## src/rtl/lottery_input_ctrl.sv

```systemverilog
// Input front end for the lottery game: synchronizes and debounces the two pushbuttons,
// validates the digit switches and sequences five digits followed by a finish press.
module lottery_input_ctrl #(
    parameter int DEBOUNCE_CYCLES = 4
) (
    input  logic       clk,
    input  logic       reset,
    input  logic       key_insert_n,
    input  logic       key_finish_n,
    input  logic [3:0] sw_num,
    output logic       insert,
    output logic [3:0] num,
    output logic       finish,
    output logic [2:0] digit_count,
    output logic       ready,
    output logic       err
);

    localparam int CNT_W = $clog2(DEBOUNCE_CYCLES + 1);
    localparam logic [CNT_W-1:0] CNT_LAST = CNT_W'(DEBOUNCE_CYCLES - 1);

    typedef enum logic [1:0] {
        COLLECT  = 2'd0,
        WAIT_FIN = 2'd1,
        DONE     = 2'd2
    } state_t;

    // Key vectors: bit 0 = insert key, bit 1 = finish key (active-low levels).
    logic [1:0]       key_s1_q;
    logic [1:0]       key_s2_q;
    logic [3:0]       sw_s1_q;
    logic [3:0]       sw_s2_q;
    logic [1:0]       db_q;
    logic [1:0]       press_q;
    logic [CNT_W-1:0] cnt_q [2];

    state_t           state_q;
    logic             insert_q;
    logic             finish_q;
    logic             err_q;
    logic             ready_q;
    logic [3:0]       num_q;
    logic [2:0]       digit_count_q;

    always_ff @(posedge clk) begin
        if (reset) begin
            key_s1_q <= 2'b11;
            key_s2_q <= 2'b11;
            sw_s1_q  <= 4'd0;
            sw_s2_q  <= 4'd0;
        end else begin
            key_s1_q <= {key_finish_n, key_insert_n};
            key_s2_q <= key_s1_q;
            sw_s1_q  <= sw_num;
            sw_s2_q  <= sw_s1_q;
        end
    end

    // press_q fires for one cycle when the debounced level falls; a rise never does.
    always_ff @(posedge clk) begin
        if (reset) begin
            db_q    <= 2'b11;
            press_q <= 2'b00;
            for (int i = 0; i < 2; i++) begin
                cnt_q[i] <= '0;
            end
        end else begin
            for (int i = 0; i < 2; i++) begin
                press_q[i] <= 1'b0;
                if (key_s2_q[i] == db_q[i]) begin
                    cnt_q[i] <= '0;
                end else if (cnt_q[i] == CNT_LAST) begin
                    cnt_q[i]   <= '0;
                    db_q[i]    <= key_s2_q[i];
                    press_q[i] <= ~key_s2_q[i];
                end else begin
                    cnt_q[i] <= cnt_q[i] + 1'b1;
                end
            end
        end
    end

    always_ff @(posedge clk) begin
        if (reset) begin
            state_q       <= COLLECT;
            insert_q      <= 1'b0;
            finish_q      <= 1'b0;
            err_q         <= 1'b0;
            ready_q       <= 1'b0;
            num_q         <= 4'd0;
            digit_count_q <= 3'd0;
        end else begin
            insert_q <= 1'b0;
            finish_q <= 1'b0;
            err_q    <= 1'b0;
            case (state_q)
                COLLECT: begin
                    if (press_q[0]) begin
                        if (sw_s2_q <= 4'd9 && digit_count_q < 3'd5) begin
                            insert_q      <= 1'b1;
                            num_q         <= sw_s2_q;
                            digit_count_q <= digit_count_q + 3'd1;
                            if (digit_count_q == 3'd4) begin
                                state_q <= WAIT_FIN;
                                ready_q <= 1'b1;
                            end
                        end else begin
                            err_q <= 1'b1;
                        end
                    end
                    // A finish press before all digits are in is a user error.
                    if (press_q[1]) begin
                        err_q <= 1'b1;
                    end
                end
                WAIT_FIN: begin
                    if (press_q[1]) begin
                        finish_q <= 1'b1;
                        state_q  <= DONE;
                        ready_q  <= 1'b0;
                    end
                end
                DONE: begin
                    state_q <= DONE;
                end
                default: begin
                    state_q <= COLLECT;
                    ready_q <= 1'b0;
                end
            endcase
        end
    end

    assign insert      = insert_q;
    assign finish      = finish_q;
    assign err         = err_q;
    assign ready       = ready_q;
    assign num         = num_q;
    assign digit_count = digit_count_q;

endmodule

```

## config.mk

```make
export PLATFORM = sky130hd
export DESIGN_NAME = lottery_input_ctrl
export DESIGN_NICKNAME = d
export VERILOG_FILES = /design/src/rtl/lottery_input_ctrl.sv
export SDC_FILE = /design/constraint.sdc
export NUM_CORES = 1
export LEC_CHECK = 0
export CORE_MARGIN = 2
export CORE_UTILIZATION = 50
export CTS_CLUSTER_SIZE = 30
export DETAILED_ROUTE_END_ITERATION = 10
export PLACE_DENSITY = 0.74
export SLEW_MARGIN = 10
export SYNTH_ARGS = -nofsm -noshare
export SYNTH_HDL_FRONTEND = slang
export SYNTH_SLANG_ARGS = --single-unit
```

## constraint.sdc

```tcl
create_clock -name clk -period 1.8 [get_ports clk]
set_input_delay 0.36 -clock clk [delete_from_list [all_inputs] [get_ports clk]]
set_output_delay 0.36 -clock clk [all_outputs]
set_load 0.1 [all_outputs]
```

; ---- Yosys cells after proc, flatten, opt, wreduce, memory -nomap -nowiden
; Memories as Yosys holds them, arrays and structs flattened.
; Cells that the tools add are included.
[totals]
ramBits = 6
mem_count = 1
ff_bits = 29
word_cells = 105
[mem_list]
columns = name, words, width, read_ports, rd_clocked_by_memory_dff, write_ports, line_no
row1 = cnt_q, 2, 3, 2, 0, 2, 35  ; logic [CNT_W-1:0] cnt_q [2];
[classes]
order_cmp = 2
n_reduce_logical = 12
n_eq_ne = 11
bitwise = 16
n_addsub = 3
mux = 45
[op_table]
columns = op, n
row1 = two-way mux 1 bit, 33
row2 = two-way mux 3 bit, 6
row3 = inverter 1 bit, 10
row4 = adder 3 x 1 -> 3 bit (second input constant), 3
row5 = OR reduction 3 bit, 3
row6 = two-way mux 2 bit, 4
row7 = != test 2 bit (second input constant), 4
row8 = equality test 3 x 2 -> 1 bit (second input constant), 2
row9 = OR 1 bit, 6
row10 = one-hot mux 2 bit (3 select lines), 1
row11 = AND reduction 5 bit, 1
row12 = less-or-equal comparator 4 bit (second input constant), 1
row13 = AND reduction 2 bit, 2
row14 = AND reduction 4 bit, 1
row15 = OR reduction 2 bit, 2
row16 = equality test 3 bit (second input constant), 1
row17 = less-than comparator 3 bit (second input constant), 1
row18 = one-hot mux 1 bit (3 select lines), 1
row19 = AND reduction 3 bit, 1
row20 = equality test 1 bit, 2
row21 = equality test 2 x 1 -> 1 bit (second input constant), 1
row22 = equality test 2 bit (second input constant), 1
row23 = logical NOT 2 bit, 1
row24 = logical AND 1 bit, 1

; ---- Depth between registers and ports, before layout
[depth]
depth_word = 7
mapped_depth = 6
ltp_nobuf = 6

; ---- Worst setup path after synthesis
; OpenSTA, ideal clock, no wires.
[synth_timing]
path_type = flip-flop to flip-flop
startpoint = reg digit_count_q[0], in the netlist digit_count[0]
endpoint = reg state_q[0]
slack_ns = -0.224
arrival_ns = 1.952
stages_incl_launch_ff = 7
path_cell_list = dfxtp_1 inv_1 ha_1 nand2_1 nor2_2 a31oi_4 mux2i_1
[synth_via]
elab_chain_len = 4
word_cells_on_any_way = 6
classes_between = 1 x order compare / 3 x eq/ne / 2 x reduce/logical
[synth_lines]
columns = element, line_no
row1 = start: declaration, 43  ; logic [2:0] digit_count_q;
row2 = start signal: assignment, 102  ; digit_count_q <= digit_count_q + 3'd1;
row3 = less-than comparator 3 bit, 99  ; if (sw_s2_q <= 4'd9 && digit_count_q < 3'd5) begin
row4 = logical AND 1 bit, 99
row5 = != test 2 bit (no source line), -
row6 = AND reduction 4 bit (no source line) (*), -
row7 = end signal: assignment, 104  ; state_q <= WAIT_FIN;
row8 = end signal: assignment, 119  ; state_q <= DONE;
row9 = end signal: assignment, 124  ; state_q <= DONE;
row10 = end: declaration, 37  ; state_t state_q;
; Every way passes the cells marked *; elsewhere a longest branch is shown, timed or not.
; A chain may end at the register's enable or synchronous reset.

==> results.md <==
* Register Area at 764 um2
* RSZ-0062 raised after global routing: no
* Vias in the first global route at 920
* Worst hold path endpoint: key_s2_q[1]
* Post-DRT Antenna Nets at 0
* Largest net degree at the start of global routing at 32
* Syn Area/Cell at 11.3 um2
* Port bufs at 18
* Worst Path Max Fanout at 4
* CTS clk-pin slew, worst paths at 0.10 ns
* Post-route insts no fill at 185
* Minimum clock period at 1.51 ns
* Synth Flop Type: dfxtp_1
* Status: finished clean
* CTS tree: built
* R2r startpoint: cnt_q[0][0]
* GPL Wtd Cong at 0.714
* Worst reg2reg path endpoint: cnt_q[0][0]
* Area grow syn2layout at 28.8%
* Detailed-router iteration count before antenna repair at 4
* Final Cycle Share at 83.9%
* Row count at 19
* Seq cells post-synth at 35
* Crit. End Element: flop
* Routed wire length at 2170 um
* CTS Buf Count at 5
* Chip height at 57.1 um
* Post-Syn Area at 0.00141 mm2
* Drt drc at 0
* Worst setup path category: flop to flop
* Gr usage total at 15.5%
* Post-Syn Instances at 125
* LEAKAGE at 0.000777 uW
* CTS max path bufs at 2
* Final hold vios at 0
* Arrival time at the worst endpoint at 1.70 ns
* Hold Path Stages at 1
* Multi-input gate area at 627 um2
* Final net count at 171
* Overflow after GRT at 0
* Setup TNS at 0 ns
* Reg2reg setup slack at 0.29 ns
* Worst ir drop on vdd at 0.000610 V
* Fmax at 662 MHz
* Post-CTS Resized at 0
* Drt via density at 4.84
* Clock root buffer master: clkbuf_4
* Initial Util at 52.1%
* Minimum hold slack at 0.420 ns
* Max-slew violations at 0
* FFs w/ async S/R, synth at 0%
* Share of layout cells above drive strength 1 at 20.8%
* Yosys warns at 0
* Worst min path class: flop to flop
* Clock skew at 0.0130 ns
* Die outline width at 57.1 um
* Clk sink count at 35
* Max-cap violations at 0
* Worst Setup Slack, final at 0.290 ns
* Cell Pwr Density at 733 mW/mm2
* Die area at 0.00326 mm2
* Vias at 895
* CP Launch Type: flop
* Post-synth EDFFs at 6
* Post-Place Worst Slack at 0.295 ns
* Setup Buffers After CTS at 0
* Fillcell total at 223
* Worst Reg-to-Reg Cells at 4
* DP HPWL at 1630 um
* Htree depth at 2
* Register area share after synthesis at 53.9%
* Final setup fails at 0
* Required @ worst endpoint at 1.99 ns
* WL/cell at 11.7 um
* Hold_sp: key_s1_q[1]
* First-pass GRT wire length at 3680 um
* Placed Instances at 177
* Core area at 0.00271 mm2
* Clock latency on the worst-skew pair at 0.33 ns
* Cts hold-fix bufs at 0
* Antenna violations before repair at 0
* Io pins at 19
* Netlist cell types at 30
* Number of DRC markers in iteration 0 at 8
* N_diodes at 0
## layer usage
layer	part of all wire (%)	up-vias	wire length, um	track usage (%)
li1	-	460	-	-
met1	41	418	897	14.0
met2	54	15	1160	28.2
met3	4.3	2	93	8.39
met4	0.87	0	19	6.98
met5	0	-	0	0
## registers in the layout, indices dropped and copies added (netlist names)
| signal | cells |
|---|---|
| db_q | 2 |
| press_q | 2 |
| err | 1 |
| ready | 1 |
| digit_count | 3 |
| state_q | 2 |
| cnt_q | 6 |
| key_s1_q | 2 |
| num | 4 |
| key_s2_q | 2 |
| sw_s1_q | 4 |
| finish | 1 |
| sw_s2_q | 4 |
| insert | 1 |
## worst max-delay path, stage by stage (launching register included)
cell and delay (ns):
edfxtp_1 0.41, ha_1 0.21, ha_1 0.22, or3_1 0.43, nor2_1 0.11
## stage by stage
step / area (um2) / power, uW / utilization (%)
after detailed placement: 1760 / 915 / 64.9
after global placement: 1760 / 910 / 64.9
after floorplan: 1430 / 887 / -
after CTS: 1820 / 1350 / 67.1
final: 1820 / 1330 / 67.1
after global routing: 1820 / 1400 / 67.1
## placed cells by master, fill, tap and decap left out, types with 5 or more instances in the layout
cell type        Yosys  routed
nor2_1              15      15
edfxtp_1             6       6
ha_1                10      10
conb_1               1       6
buf_12               0      11
inv_1                8       8
clkbuf_4             0       5
mux2i_1              7       7
nor2b_1             11      11
clkdlybuf4s50_1      0       7
dfxtp_1             29      26
## how the worst max path moves through the flow
| stage | slack, ns | cells past startpoint | from | end |
|---|---|---|---|---|
| 2_1_floorplan | 0.17 | 6 | digit_count[0] | state_q[0] |
| 3_3_place_gp | 0.34 | 3 | reset | finish |
| 3_5_place_dp | 0.30 | 4 | cnt_q[0][0] | cnt_q[0][1] |
| 4_1_cts | 0.27 | 4 | cnt_q[0][0] | cnt_q[0][1] |
| 5_1_grt | 0.18 | 6 | state_q[1] | state_q[1] |
| 6_report | 0.29 | 4 | cnt_q[0][0] | cnt_q[0][0] |
## synthesized netlist by cell type (2+ instances only)
| library cell | n | area, um2 |
|---|---|---|
| edfxtp_1 | 6 | 180 |
| nand2_1 | 2 | 7.51 |
| a211o_1 | 2 | 17.5 |
| o21ai_4 | 2 | 32.5 |
| clkbuf_1 | 2 | 7.51 |
| inv_1 | 8 | 30.0 |
| nor3_1 | 3 | 15.0 |
| mux2i_1 | 7 | 70.1 |
| nand2b_1 | 4 | 25.0 |
| xnor2_1 | 3 | 26.3 |
| ha_1 | 10 | 125 |
| nor2_1 | 15 | 56.3 |
| dfxtp_1 | 29 | 581 |
| or3_1 | 2 | 12.5 |
| nor2b_1 | 11 | 68.8 |
| nor4bb_1 | 2 | 20.0 |
| or2_2 | 4 | 25.0 |
## cells by family after synthesis
family / synth area share [%]
muxes: 4.96
and+or+nand+nor: 20.7
adders and majority gates: 8.87
DFF: 53.9
other: 0.266
xor gates and xnor gates: 2.48
buffers and inverters: 3.01
AOI/OAI and AO/OA: 5.85
## cell type report
cell class	count	area share, %
clock inverter	1	0.275
timing repair buffer	19	16.4
multi-input combinational	84	34.5
clock buffer	7	3.03
inverter	8	1.65
tap	31	2.13
sequential	35	42.1
## where the power goes
group          internal (uW)  leakage, uW  switching, uW
Combinational           37.6     0.000442           30.9
Sequential               817     0.000300           10.3
Clock                    189    0.0000353            248
Power figures use the tool's default switching activity.
